### src/rtl/mem_stage.sv
// Memory stage of the 16-bit pipeline: passes ALU results through to writeback
// or runs a request/done handshake with data memory for word loads and stores.
// Misaligned or conflicting memory controls and memory timeouts park the stage
// in a sticky error state that only reset clears.
module mem_stage #(
    parameter int unsigned MAX_WAIT = 15
) (
    input  logic        clk,
    input  logic        rst,
    input  logic        in_valid,
    input  logic [15:0] alu_result,
    input  logic [15:0] store_data,
    input  logic        mem_read,
    input  logic        mem_write,
    output logic        stall,
    output logic        wb_valid,
    output logic [15:0] wb_data,
    output logic        err,
    output logic [15:0] dmem_addr,
    output logic [15:0] dmem_wdata,
    output logic        dmem_rd,
    output logic        dmem_wr,
    input  logic [15:0] dmem_rdata,
    input  logic        dmem_stall,
    input  logic        dmem_done
);

    typedef enum logic [1:0] {
        ST_IDLE  = 2'd0,
        ST_ISSUE = 2'd1,
        ST_WAIT  = 2'd2,
        ST_ERR   = 2'd3
    } state_t;

    // Last counter value allowed in WAIT; no done by then means timeout.
    localparam logic [7:0] WAIT_LAST = 8'(MAX_WAIT - 1);

    state_t      state_q, state_d;
    logic        op_rd_q, op_rd_d;
    logic        op_wr_q, op_wr_d;
    logic [15:0] addr_q, addr_d;
    logic [15:0] wdata_q, wdata_d;
    logic [7:0]  cnt_q, cnt_d;
    logic [15:0] wb_data_q, wb_data_d;
    logic        wb_valid_q, wb_valid_d;
    logic        err_q, err_d;

    logic        mem_op;
    logic        bad_op;

    assign mem_op = mem_read | mem_write;
    assign bad_op = (mem_read & mem_write) | (mem_op & alu_result[0]);

    // Next-state and register updates for the access sequencer.
    always_comb begin
        state_d    = state_q;
        op_rd_d    = op_rd_q;
        op_wr_d    = op_wr_q;
        addr_d     = addr_q;
        wdata_d    = wdata_q;
        cnt_d      = cnt_q;
        wb_data_d  = wb_data_q;
        wb_valid_d = 1'b0;
        err_d      = err_q;

        unique case (state_q)
            ST_IDLE: begin
                if (in_valid) begin
                    if (!mem_op) begin
                        wb_data_d  = alu_result;
                        wb_valid_d = 1'b1;
                    end else if (bad_op) begin
                        err_d   = 1'b1;
                        state_d = ST_ERR;
                    end else begin
                        op_rd_d = mem_read;
                        op_wr_d = mem_write;
                        addr_d  = alu_result;
                        wdata_d = store_data;
                        state_d = ST_ISSUE;
                    end
                end
            end
            ST_ISSUE: begin
                if (!dmem_stall) begin
                    cnt_d   = '0;
                    state_d = ST_WAIT;
                end
            end
            ST_WAIT: begin
                if (dmem_done) begin
                    wb_data_d  = op_rd_q ? dmem_rdata : addr_q;
                    wb_valid_d = 1'b1;
                    state_d    = ST_IDLE;
                end else if (cnt_q == WAIT_LAST) begin
                    err_d   = 1'b1;
                    state_d = ST_ERR;
                end else begin
                    cnt_d = cnt_q + 8'd1;
                end
            end
            ST_ERR: begin
                state_d = ST_ERR;
            end
            default: begin
                state_d = ST_IDLE;
            end
        endcase
    end

    // State and datapath registers with synchronous reset.
    always_ff @(posedge clk) begin
        if (rst) begin
            state_q    <= ST_IDLE;
            op_rd_q    <= 1'b0;
            op_wr_q    <= 1'b0;
            addr_q     <= '0;
            wdata_q    <= '0;
            cnt_q      <= '0;
            wb_data_q  <= '0;
            wb_valid_q <= 1'b0;
            err_q      <= 1'b0;
        end else begin
            state_q    <= state_d;
            op_rd_q    <= op_rd_d;
            op_wr_q    <= op_wr_d;
            addr_q     <= addr_d;
            wdata_q    <= wdata_d;
            cnt_q      <= cnt_d;
            wb_data_q  <= wb_data_d;
            wb_valid_q <= wb_valid_d;
            err_q      <= err_d;
        end
    end

    // Requests and upstream stall are decoded combinationally from state.
    always_comb begin
        dmem_rd = (state_q == ST_ISSUE) & op_rd_q;
        dmem_wr = (state_q == ST_ISSUE) & op_wr_q;
        stall   = ((state_q == ST_IDLE) & in_valid & mem_op)
                | (state_q == ST_ISSUE)
                | ((state_q == ST_WAIT) & ~dmem_done)
                | (state_q == ST_ERR);
    end

    assign dmem_addr  = addr_q;
    assign dmem_wdata = wdata_q;
    assign wb_data    = wb_data_q;
    assign wb_valid   = wb_valid_q;
    assign err        = err_q;

endmodule

### config.mk
export PLATFORM = sky130hd
export DESIGN_NAME = mem_stage
export DESIGN_NICKNAME = d
export VERILOG_FILES = /design/src/rtl/mem_stage.sv
export SDC_FILE = /design/constraint.sdc
export NUM_CORES = 1
export LEC_CHECK = 0
export BUFFER_PORTS_ARGS = -buffer_cell sky130_fd_sc_hd__clkbuf_2
export CORE_UTILIZATION = 52
export DETAILED_ROUTE_END_ITERATION = 12
export PLACE_DENSITY = 0.82
export SLEW_MARGIN = 25
export SYNTH_ARGS = -nofsm -noshare
export SYNTH_HDL_FRONTEND = slang
export SYNTH_SLANG_ARGS = --single-unit
### constraint.sdc
create_clock -name clk -period 3.52 [get_ports clk]
set_clock_uncertainty 0.15 [all_clocks]
set_input_delay 0 -clock clk [delete_from_list [all_inputs] [get_ports clk]]
set_output_delay 0 -clock clk [all_outputs]
set_load 0.005 [all_outputs]
==> impl_metrics.env, run 1 <==
export IMPL_antenna_found_initial=0
export IMPL_syn_to_final_growth_pct=44.8
export IMPL_hold_viol=0
export IMPL_routabilityCongestion=0.751
export IMPL_r2r_slack_ps=1060
export IMPL_dpl_cell_area_mm2=0.00329
export IMPL_seq_area_mm2=0.00124
export IMPL_drtIter0Drc=117
export IMPL_synthDistinctLibCells=47
export IMPL_crit_buf_inv=1
export IMPL_fmax_mhz=406
export IMPL_start_util=0.540
export IMPL_vdd_ir_drop_max_uv=293
export IMPL_drt_first_pass_iters=4
export IMPL_rr_endpoint="wb_data[0]"
export IMPL_wire_per_inst_um=14.2
export IMPL_synth_cells=336
export IMPL_fillers=347
export IMPL_worst_endpoint_required_ps=3640
export IMPL_total_power_uw=1560
export IMPL_cts_sinks=62
export IMPL_port_buffers=107
export IMPL_dr_total_vias=3028
export IMPL_yosys_register_bits=62
export IMPL_fin_crit_sh=0.699
export IMPL_path_clk_slew_ps=60
export IMPL_slew_violations=0
export IMPL_outcome="complete, no violations"
export IMPL_synth_area_mm2=0.00276
export IMPL_core_area_mm2=0.00511
export IMPL_grt_busiest_layer="met2"
export IMPL_fp_dieW_um=74.8
export IMPL_cts_buffers=9
export IMPL_min_path_type="in2reg"
export IMPL_use_met3=0.0790
export IMPL_drive_gt1_frac=0.276
export IMPL_ctsResizeCount=0
export IMPL_nNetsFinal=544
export IMPL_rsz0062_at_grt="false"
export IMPL_grt_pass1_wl_um=12000
export IMPL_min_path_cells=5
export IMPL_htreeDepth=3
export IMPL_num_rows=26
export IMPL_hold_start="mem_write"
export IMPL_diodes=0
export IMPL_crit_chain="or4b_4 > a21oi_4 > o211ai_1 > dlygate4sd3_1 > a21oi_1"
export IMPL_rr_startpoint="state_q[1]"
export IMPL_grt_pass1_vias=2791
export IMPL_route_antenna_remaining_nets=0
export IMPL_synthArstFlopShare=0
export IMPL_leakage_uw=0.00161
export IMPL_syn_area_per_cell_um2=8.21
export IMPL_die_area_mm2=0.00560
export IMPL_clk_insertion_delay_late_ps=340
export IMPL_ios=108
export IMPL_via_per_inst=5.39
export IMPL_yosysSeqAreaShare=0.450
export IMPL_dominantRegCellSynth="dfxtp_1"
export IMPL_grt_ovfl_total=0
export IMPL_min_period_ps=2460
export IMPL_cts_buffer_depth=2
export IMPL_cp_slowest_stage_delay_ps=600
export IMPL_met1_usage=0.285
export IMPL_cts_tree="built"
export IMPL_multi_input_area_mm2=0.00138
export IMPL_die_y_um=74.8
export IMPL_min_to="err"
export IMPL_critPathKind="reg2reg"
export IMPL_critPathSlowestCell="or4b_4"
export IMPL_path_delay_family="compound AO/OA/AOI/OAI gates"
export IMPL_worstPathArrival_ps=2580
export IMPL_finalSetupViolations=0
export IMPL_reg2reg_depth=5
export IMPL_hold_ws_ps=55.4
export IMPL_setup_tns_ps=0
export IMPL_drc_errors=0
export IMPL_p_per_area_mw_per_mm2=389
export IMPL_wl_um=7980
export IMPL_start_kind="flop"
export IMPL_synth_edf_count=0
export IMPL_max_slew_margin_rel=0.589
export IMPL_maxCapViolations=0
export IMPL_cp_max_fo=16
export IMPL_synth_warning_count=0
export IMPL_hpwl_um=4530
export IMPL_end_kind="flop"
export IMPL_grt_max_degree=57
export IMPL_worst_pin_slew_ps=613
export IMPL_postCtsSetupBuffers=0
export IMPL_track_usage=0.291
export IMPL_synth_nets=393
export IMPL_fin_area_mm2=0.00400
export IMPL_cts_root_buf="clkbuf_8"
export IMPL_grtUsageMet2=0.529
cells by family (layout without fill, tap and decap cells):
logic type                 count (synthesis)  after routing  synth area share
AOI/OAI and AO/OA                         93             93             0.212
xor gates and xnor gates                   2              2           0.00635
adders and majority gates                  3              3            0.0127
buffers and inverters                     29            185            0.0503
DFF                                       62             62             0.450
muxes                                     16             16            0.0580
and+or+nand+nor                          131            131             0.211
registers in the layout, summed over array words and instances, names as in the netlist:
name / count
dmem_wdata: 16
err: 1
wb_data: 16
op_rd_q: 1
state_q: 2
wb_valid: 1
op_wr_q: 1
cnt_q: 8
dmem_addr: 16
metrics by stage:
step / utilization / setup slack (ps) / instances
6_report: 0.782 / 1060 / 562
5_1_grt: 0.782 / 960 / 562
4_1_cts: 0.782 / 1040 / 562
3_5_place_dp: 0.644 / 1290 / 492
3_3_place_gp: 0.644 / 1340 / 492
2_1_floorplan: - / 1780 / 336
worst reg2reg max path, stage by stage, from the launching register on:
cell,delay (ps)
dfxtp_1,410
or4b_4,600
a21oi_4,410
o211ai_1,150
dlygate4sd3_1,580
a21oi_1,110
cells in the mapped netlist (all sizes together), types with 2 or more instances:
library cell / n / area [um2]
o211ai: 18 / 135
o21ai: 3 / 15.0
dfxtp: 62 / 1240
nor4: 2 / 27.5
nand4: 2 / 12.5
ha: 2 / 25.0
inv: 5 / 18.8
buf: 12 / 75.1
a31oi: 5 / 37.5
a21boi: 2 / 15.0
nand2: 103 / 387
nand3b: 2 / 15.0
o22ai: 2 / 12.5
mux2i: 16 / 160
clkbuf: 12 / 45.0
and2: 3 / 18.8
nor2: 8 / 30.0
a21oi: 54 / 282
report_power, final:
group | switching, uW | leakage [uW] | internal, uW
clock | 276 | 0.0000885 | 249
sequential | 30.4 | 0.000504 | 734
combinational | 133 | 0.00102 | 132
layer usage:
| layer | vias up | routed length (um) |
|---|---|---|
| li1 | 1465 | - |
| met5 | - | 0 |
| met3 | 31 | 541 |
| met4 | 0 | 292 |
| met1 | 1390 | 3090 |
| met2 | 142 | 4060 |
how the worst max path moves through the flow:
stage | slack (ps) | to | from | depth (start not counted)
floorplan | 1780 | wb_data[10] | state_q[1] | 6
global placement | 1340 | dmem_wdata[0] | state_q[1] | 4
detailed placement | 1290 | dmem_wdata[6] | state_q[1] | 4
CTS | 1040 | wb_data[0] | state_q[1] | 5
global route | 960 | wb_data[0] | state_q[1] | 5
finish | 1060 | wb_data[0] | state_q[1] | 5
cells in the final DEF (no fill, tap or decap), types with 2 or more instances in the layout:
cell / instances
and2_1: 2
mux2i_1: 16
o21ai_0: 3
clkbuf_8: 9
a21oi_1: 53
inv_1: 5
o22ai_1: 2
dlygate4sd3_1: 54
ha_1: 2
a31oi_1: 4
nor2_1: 8
dfxtp_1: 61
clkinv_2: 5
nand4_1: 2
clkbuf_2: 107
nand3b_1: 2
o211ai_1: 18
a21boi_0: 2
buf_4: 3
nand2_1: 103
cell type report:
cell class | instances | share of cell area
multi-input combinational | 245 | 0.346
sequential | 62 | 0.311
timing repair buffer | 164 | 0.275
clock buffer | 9 | 0.0310
tap | 70 | 0.0219
clock inverter | 7 | 0.0103
inverter | 5 | 0.00470
timing repair:
action | 4_1_cts | 5_1_grt
setup endpoints to repair | 0 | 0
endpoints found under the hold margin | 54 | 0
hold buffers | 54 | 0
(Power assumes the default switching activity.)
==> run 2: changes to the inputs <==
Settings changed: CORE_UTILIZATION 52 to 44, PLACE_DENSITY 0.82 to 0.73.
Clock period 3.52 ns to 2.14 ns, I/O delays scaled along.
==> impl_metrics.env, run 2 (synthesis results as in run 1) <==
export IMPL_path_clk_slew_ps=60
export IMPL_vdd_ir_drop_max_uv=426
export IMPL_worstPathArrival_ps=2240
export IMPL_cts_sinks=62
export IMPL_leakage_uw=0.00167
export IMPL_via_per_inst=5.22
export IMPL_total_power_uw=2580
export IMPL_cts_tree="built"
export IMPL_drt_first_pass_iters=5
export IMPL_fp_dieW_um=81.2
export IMPL_max_slew_margin_rel=0.597
export IMPL_wire_per_inst_um=14.2
export IMPL_finalSetupViolations=0
export IMPL_cp_max_fo=5
export IMPL_fmax_mhz=470
export IMPL_hold_viol=0
export IMPL_grt_ovfl_total=0
export IMPL_antenna_found_initial=0
export IMPL_fin_area_mm2=0.00409
export IMPL_cts_buffer_depth=2
export IMPL_ios=108
export IMPL_core_area_mm2=0.00599
export IMPL_num_rows=28
export IMPL_drc_errors=0
export IMPL_min_period_ps=2130
export IMPL_htreeDepth=3
export IMPL_clk_insertion_delay_late_ps=320
export IMPL_fin_crit_sh=0.994
export IMPL_dr_total_vias=2990
export IMPL_most_common_layout_cells="clkbuf_2, nand2_1, dfxtp_1"
export IMPL_min_path_type="in2reg"
export IMPL_drive_gt1_frac=0.285
export IMPL_grt_pass1_wl_um=12700
export IMPL_cts_root_buf="clkbuf_8"
export IMPL_port_buffers=107
export IMPL_die_area_mm2=0.00659
export IMPL_fillers=455
export IMPL_setup_tns_ps=0
export IMPL_critPathKind="reg2reg"
export IMPL_slew_violations=0
export IMPL_p_per_area_mw_per_mm2=631
export IMPL_final_common_cell="clkbuf_2"
export IMPL_grt_pass1_vias=2822
export IMPL_maxCapViolations=0
export IMPL_grt_max_degree=57
export IMPL_stdcell_count=573
export IMPL_nNetsFinal=553
export IMPL_end_kind="flop"
export IMPL_route_antenna_remaining_nets=0
export IMPL_wl_um=8120
export IMPL_track_usage=0.256
export IMPL_worst_endpoint_required_ps=2260
export IMPL_start_kind="flop"
export IMPL_worst_pin_slew_ps=605
export IMPL_routabilityCongestion=0.815
export IMPL_die_y_um=81.2
export IMPL_hpwl_um=4870
export IMPL_outcome="complete, no violations"
export IMPL_place_inst=505
export IMPL_syn_to_final_growth_pct=48.2
export IMPL_postCtsSetupBuffers=0
export IMPL_diodes=0
export IMPL_drtIter0Drc=140
export IMPL_dpl_cell_area_mm2=0.00337
export IMPL_cts_buffers=9
export IMPL_start_util=0.461
[run 2: final cells by class]
cell class,count,area (um2),area share
timing repair buffer,173,1180,0.289
inverter,5,18.8,0.00459
tap,75,93.8,0.0229
clock buffer,11,151,0.0370
multi-input combinational,245,1390,0.340
sequential,62,1240,0.304
clock inverter,2,10.0,0.00245
[run 2: worst paths after layout]
kind,endpoint,cells after the start,slack (ps),startpoint
hold reg to reg,dmem_wdata[6],2,300,dmem_wdata[6]
setup / recovery,state_q[0],5,10,cnt_q[4]
hold / removal,err,5,80,mem_write
setup reg to reg,state_q[0],5,10,cnt_q[4]
[run 2: worst max-delay path, cell delays in order (launching register included)]
cell and delay [ps]:
dfxtp_1 370, nor4_2 390, and3_1 330, nand3b_1 90
a21boi_0 170, dlygate4sd3_1 560
[run 2: power breakdown]
| group | leakage (uW) | internal, uW | switching, uW |
|---|---|---|---|
| combinational | 0.00108 | 234 | 239 |
| sequential | 0.000504 | 1210 | 35.3 |
| clock | 0.0000869 | 460 | 402 |
| total | 0.00167 | 1900 | 677 |
[run 2: through the flow]
step	util	hold slack [ps]	setup WS, ps
final	0.683	77.2	13.2
after global routing	0.683	85.1	-45.8
after CTS	0.681	52.1	75.7
after detailed placement	0.562	78.3	268
after global placement	0.562	72.1	307
after floorplan	-	-80.2	396
[run 2: layer usage]
metal | part of all wire | track usage | wire [um] | up-vias
met1 | 0.40 | 0.281 | 3260 | 1358
li1 | - | - | - | 1480
met3 | 0.070 | 0.0685 | 572 | 22
met2 | 0.50 | 0.451 | 4100 | 130
met4 | 0.023 | 0.127 | 190 | 0
met5 | 0 | 0 | 0 | -
[run 2: timing repair]
| item | CTS | global route |
|---|---|---|
| hold buffers | 55 | 0 |
| gates resized for setup | 0 | 4 |
| setup endpoints to repair | 0 | 2 |
| hold endpoints to repair | 54 | 0 |
==> run 3: changes to the inputs <==
Clock period 2.14 ns to 1.95 ns, I/O delays scaled along.
==> impl_metrics.env, run 3 (synthesis results as in run 1) <==
export IMPL_outcome="complete, no violations"
export IMPL_grt_max_degree=57
export IMPL_crit_buf_inv=1
export IMPL_use_met3=0.0551
export IMPL_p_int_uw=2150
export IMPL_core_area_mm2=0.00599
export IMPL_cts_root_buf="clkbuf_8"
export IMPL_final_common_cell="clkbuf_2"
export IMPL_drive_gt1_frac=0.287
export IMPL_grt_ovfl_total=0
export IMPL_dr_total_vias=2970
export IMPL_grt_busiest_layer="met2"
export IMPL_finalSetupViolations=0
export IMPL_dpl_worst_slack_ps=46.9
export IMPL_antenna_found_initial=0
export IMPL_cts_buffer_depth=2
export IMPL_vdd_ir_drop_max_uv=547
export IMPL_nNetsFinal=553
export IMPL_slew_violations=0
export IMPL_ios=108
export IMPL_fillers=478
export IMPL_diodes=0
export IMPL_most_common_layout_cells="clkbuf_2, nand2_1, dfxtp_1"
export IMPL_crit_chain="buf_4 > or3b_4 > a311o_1 > o21ba_1 > a31oi_2"
export IMPL_seq_area_mm2=0.00124
export IMPL_fin_crit_sh=0.950
export IMPL_seq_power_share=0.468
export IMPL_die_area_mm2=0.00659
export IMPL_routabilityCongestion=0.873
export IMPL_combPwrFrac=0.176
export IMPL_p_per_area_mw_per_mm2=710
export IMPL_worst_pin_slew_ps=601
export IMPL_pwr_share_clk=0.356
export IMPL_drc_errors=0
export IMPL_met1_usage=0.278
export IMPL_cts_sinks=62
export IMPL_num_rows=28
export IMPL_hold_viol=0
export IMPL_grt_pass1_vias=2873
export IMPL_start_kind="flop"
export IMPL_drt_first_pass_iters=4
export IMPL_grt_pass1_wl_um=12800
export IMPL_die_y_um=81.2
export IMPL_fp_dieW_um=81.2
export IMPL_fmax_mhz=540
export IMPL_cp_slowest_stage_delay_ps=410
export IMPL_path_clk_slew_ps=70
export IMPL_max_slew_margin_rel=0.599
export IMPL_start_util=0.461
export IMPL_leakage_uw=0.00167
export IMPL_route_antenna_remaining_nets=0
export IMPL_via_per_inst=5.16
export IMPL_critPathSlowestCell="or3b_4"
export IMPL_path_delay_family="compound AO/OA/AOI/OAI gates"
export IMPL_critPathKind="reg2reg"
export IMPL_rsz0062_at_grt="false"
export IMPL_cts_tree="built"
export IMPL_end_kind="flop"
export IMPL_multi_input_area_mm2=0.00139
export IMPL_wire_per_inst_um=14.3
export IMPL_track_usage=0.256
export IMPL_stdcell_count=576
export IMPL_port_buffers=107
export IMPL_wl_um=8250
export IMPL_worst_endpoint_required_ps=2060
export IMPL_min_period_ps=1850
export IMPL_cp_max_fo=8
export IMPL_drtIter0Drc=156
export IMPL_cts_buffers=9
export IMPL_final_setup_worst_slack_ps=97.4
export IMPL_htreeDepth=3
export IMPL_clk_insertion_delay_late_ps=330
export IMPL_maxCapViolations=0
export IMPL_syn_to_final_growth_pct=49.4
export IMPL_min_path_type="in2reg"
export IMPL_grtUsageMet2=0.455
export IMPL_hpwl_um=4800
export IMPL_setup_tns_ps=0
export IMPL_switching_share=0.267
export IMPL_power_switching_uw=782
export IMPL_place_inst=507
export IMPL_worstPathArrival_ps=1960
[run 3: layout make-up]
| cell class | count | share of cell area |
|---|---|---|
| Inverter | 5 | 0.00455 |
| Tap cell | 75 | 0.0228 |
| Multi-Input combinational cell | 245 | 0.338 |
| Timing Repair Buffer | 173 | 0.288 |
| Clock inverter | 3 | 0.00425 |
| Clock buffer | 13 | 0.0410 |
| Sequential cell | 62 | 0.301 |
[run 3: worst paths after layout]
path	from	to	slack (ps)	cells after the start
worst max-delay path	state_q[1]	cnt_q[7]	100	5
worst min-delay path	mem_write	state_q[0]	40	5
worst max register to register	state_q[1]	cnt_q[7]	100	5
worst min register to register	wb_data[5]	wb_data[5]	310	2
[run 3: worst reg2reg max path: stages, from the launching register on]
cell     delay [ps]
dfxtp_2         390
buf_4           150
or3b_4          410
a311o_1         370
o21ba_1         190
a31oi_2         120
[run 3: through the flow]
stage / utilization / cell area (um2) / hold WS, ps / total power [uW]
2_1_floorplan: - / 2760 / -80.2 / 1630
3_3_place_gp: 0.566 / 3390 / 72.4 / 1810
3_5_place_dp: 0.566 / 3390 / 78.5 / 1820
4_1_cts: 0.686 / 4110 / 22.4 / 2950
5_1_grt: 0.688 / 4120 / 76.6 / 3060
6_report: 0.688 / 4120 / 37.3 / 2930
[run 3: power by group through the flow]
stage                     Clock, uW  Combinational (uW)  Sequential [uW]
after CTS                      1070                 507             1370
after detailed placement          0                 422             1400
after global placement            0                 417             1390
after floorplan                   0                 243             1390
final                          1040                 516             1370
after global routing           1110                 571             1370
[run 3: layer usage]
layer	part of all wire	wire length, um	vias to the layer above
met3	0.063	523	31
met4	0.037	308	0
met5	0	0	-
met1	0.41	3420	1332
met2	0.48	4000	131
li1	-	-	1476
[run 3: repair_timing]
| item | in CTS | in global routing |
|---|---|---|
| hold endpoints to repair | 54 | 0 |
| resized for setup | 0 | 2 |
| hold buffers | 53 | 0 |
| buffers inserted | 0 | 0 |
| endpoints found under the setup margin | 0 | 13 |
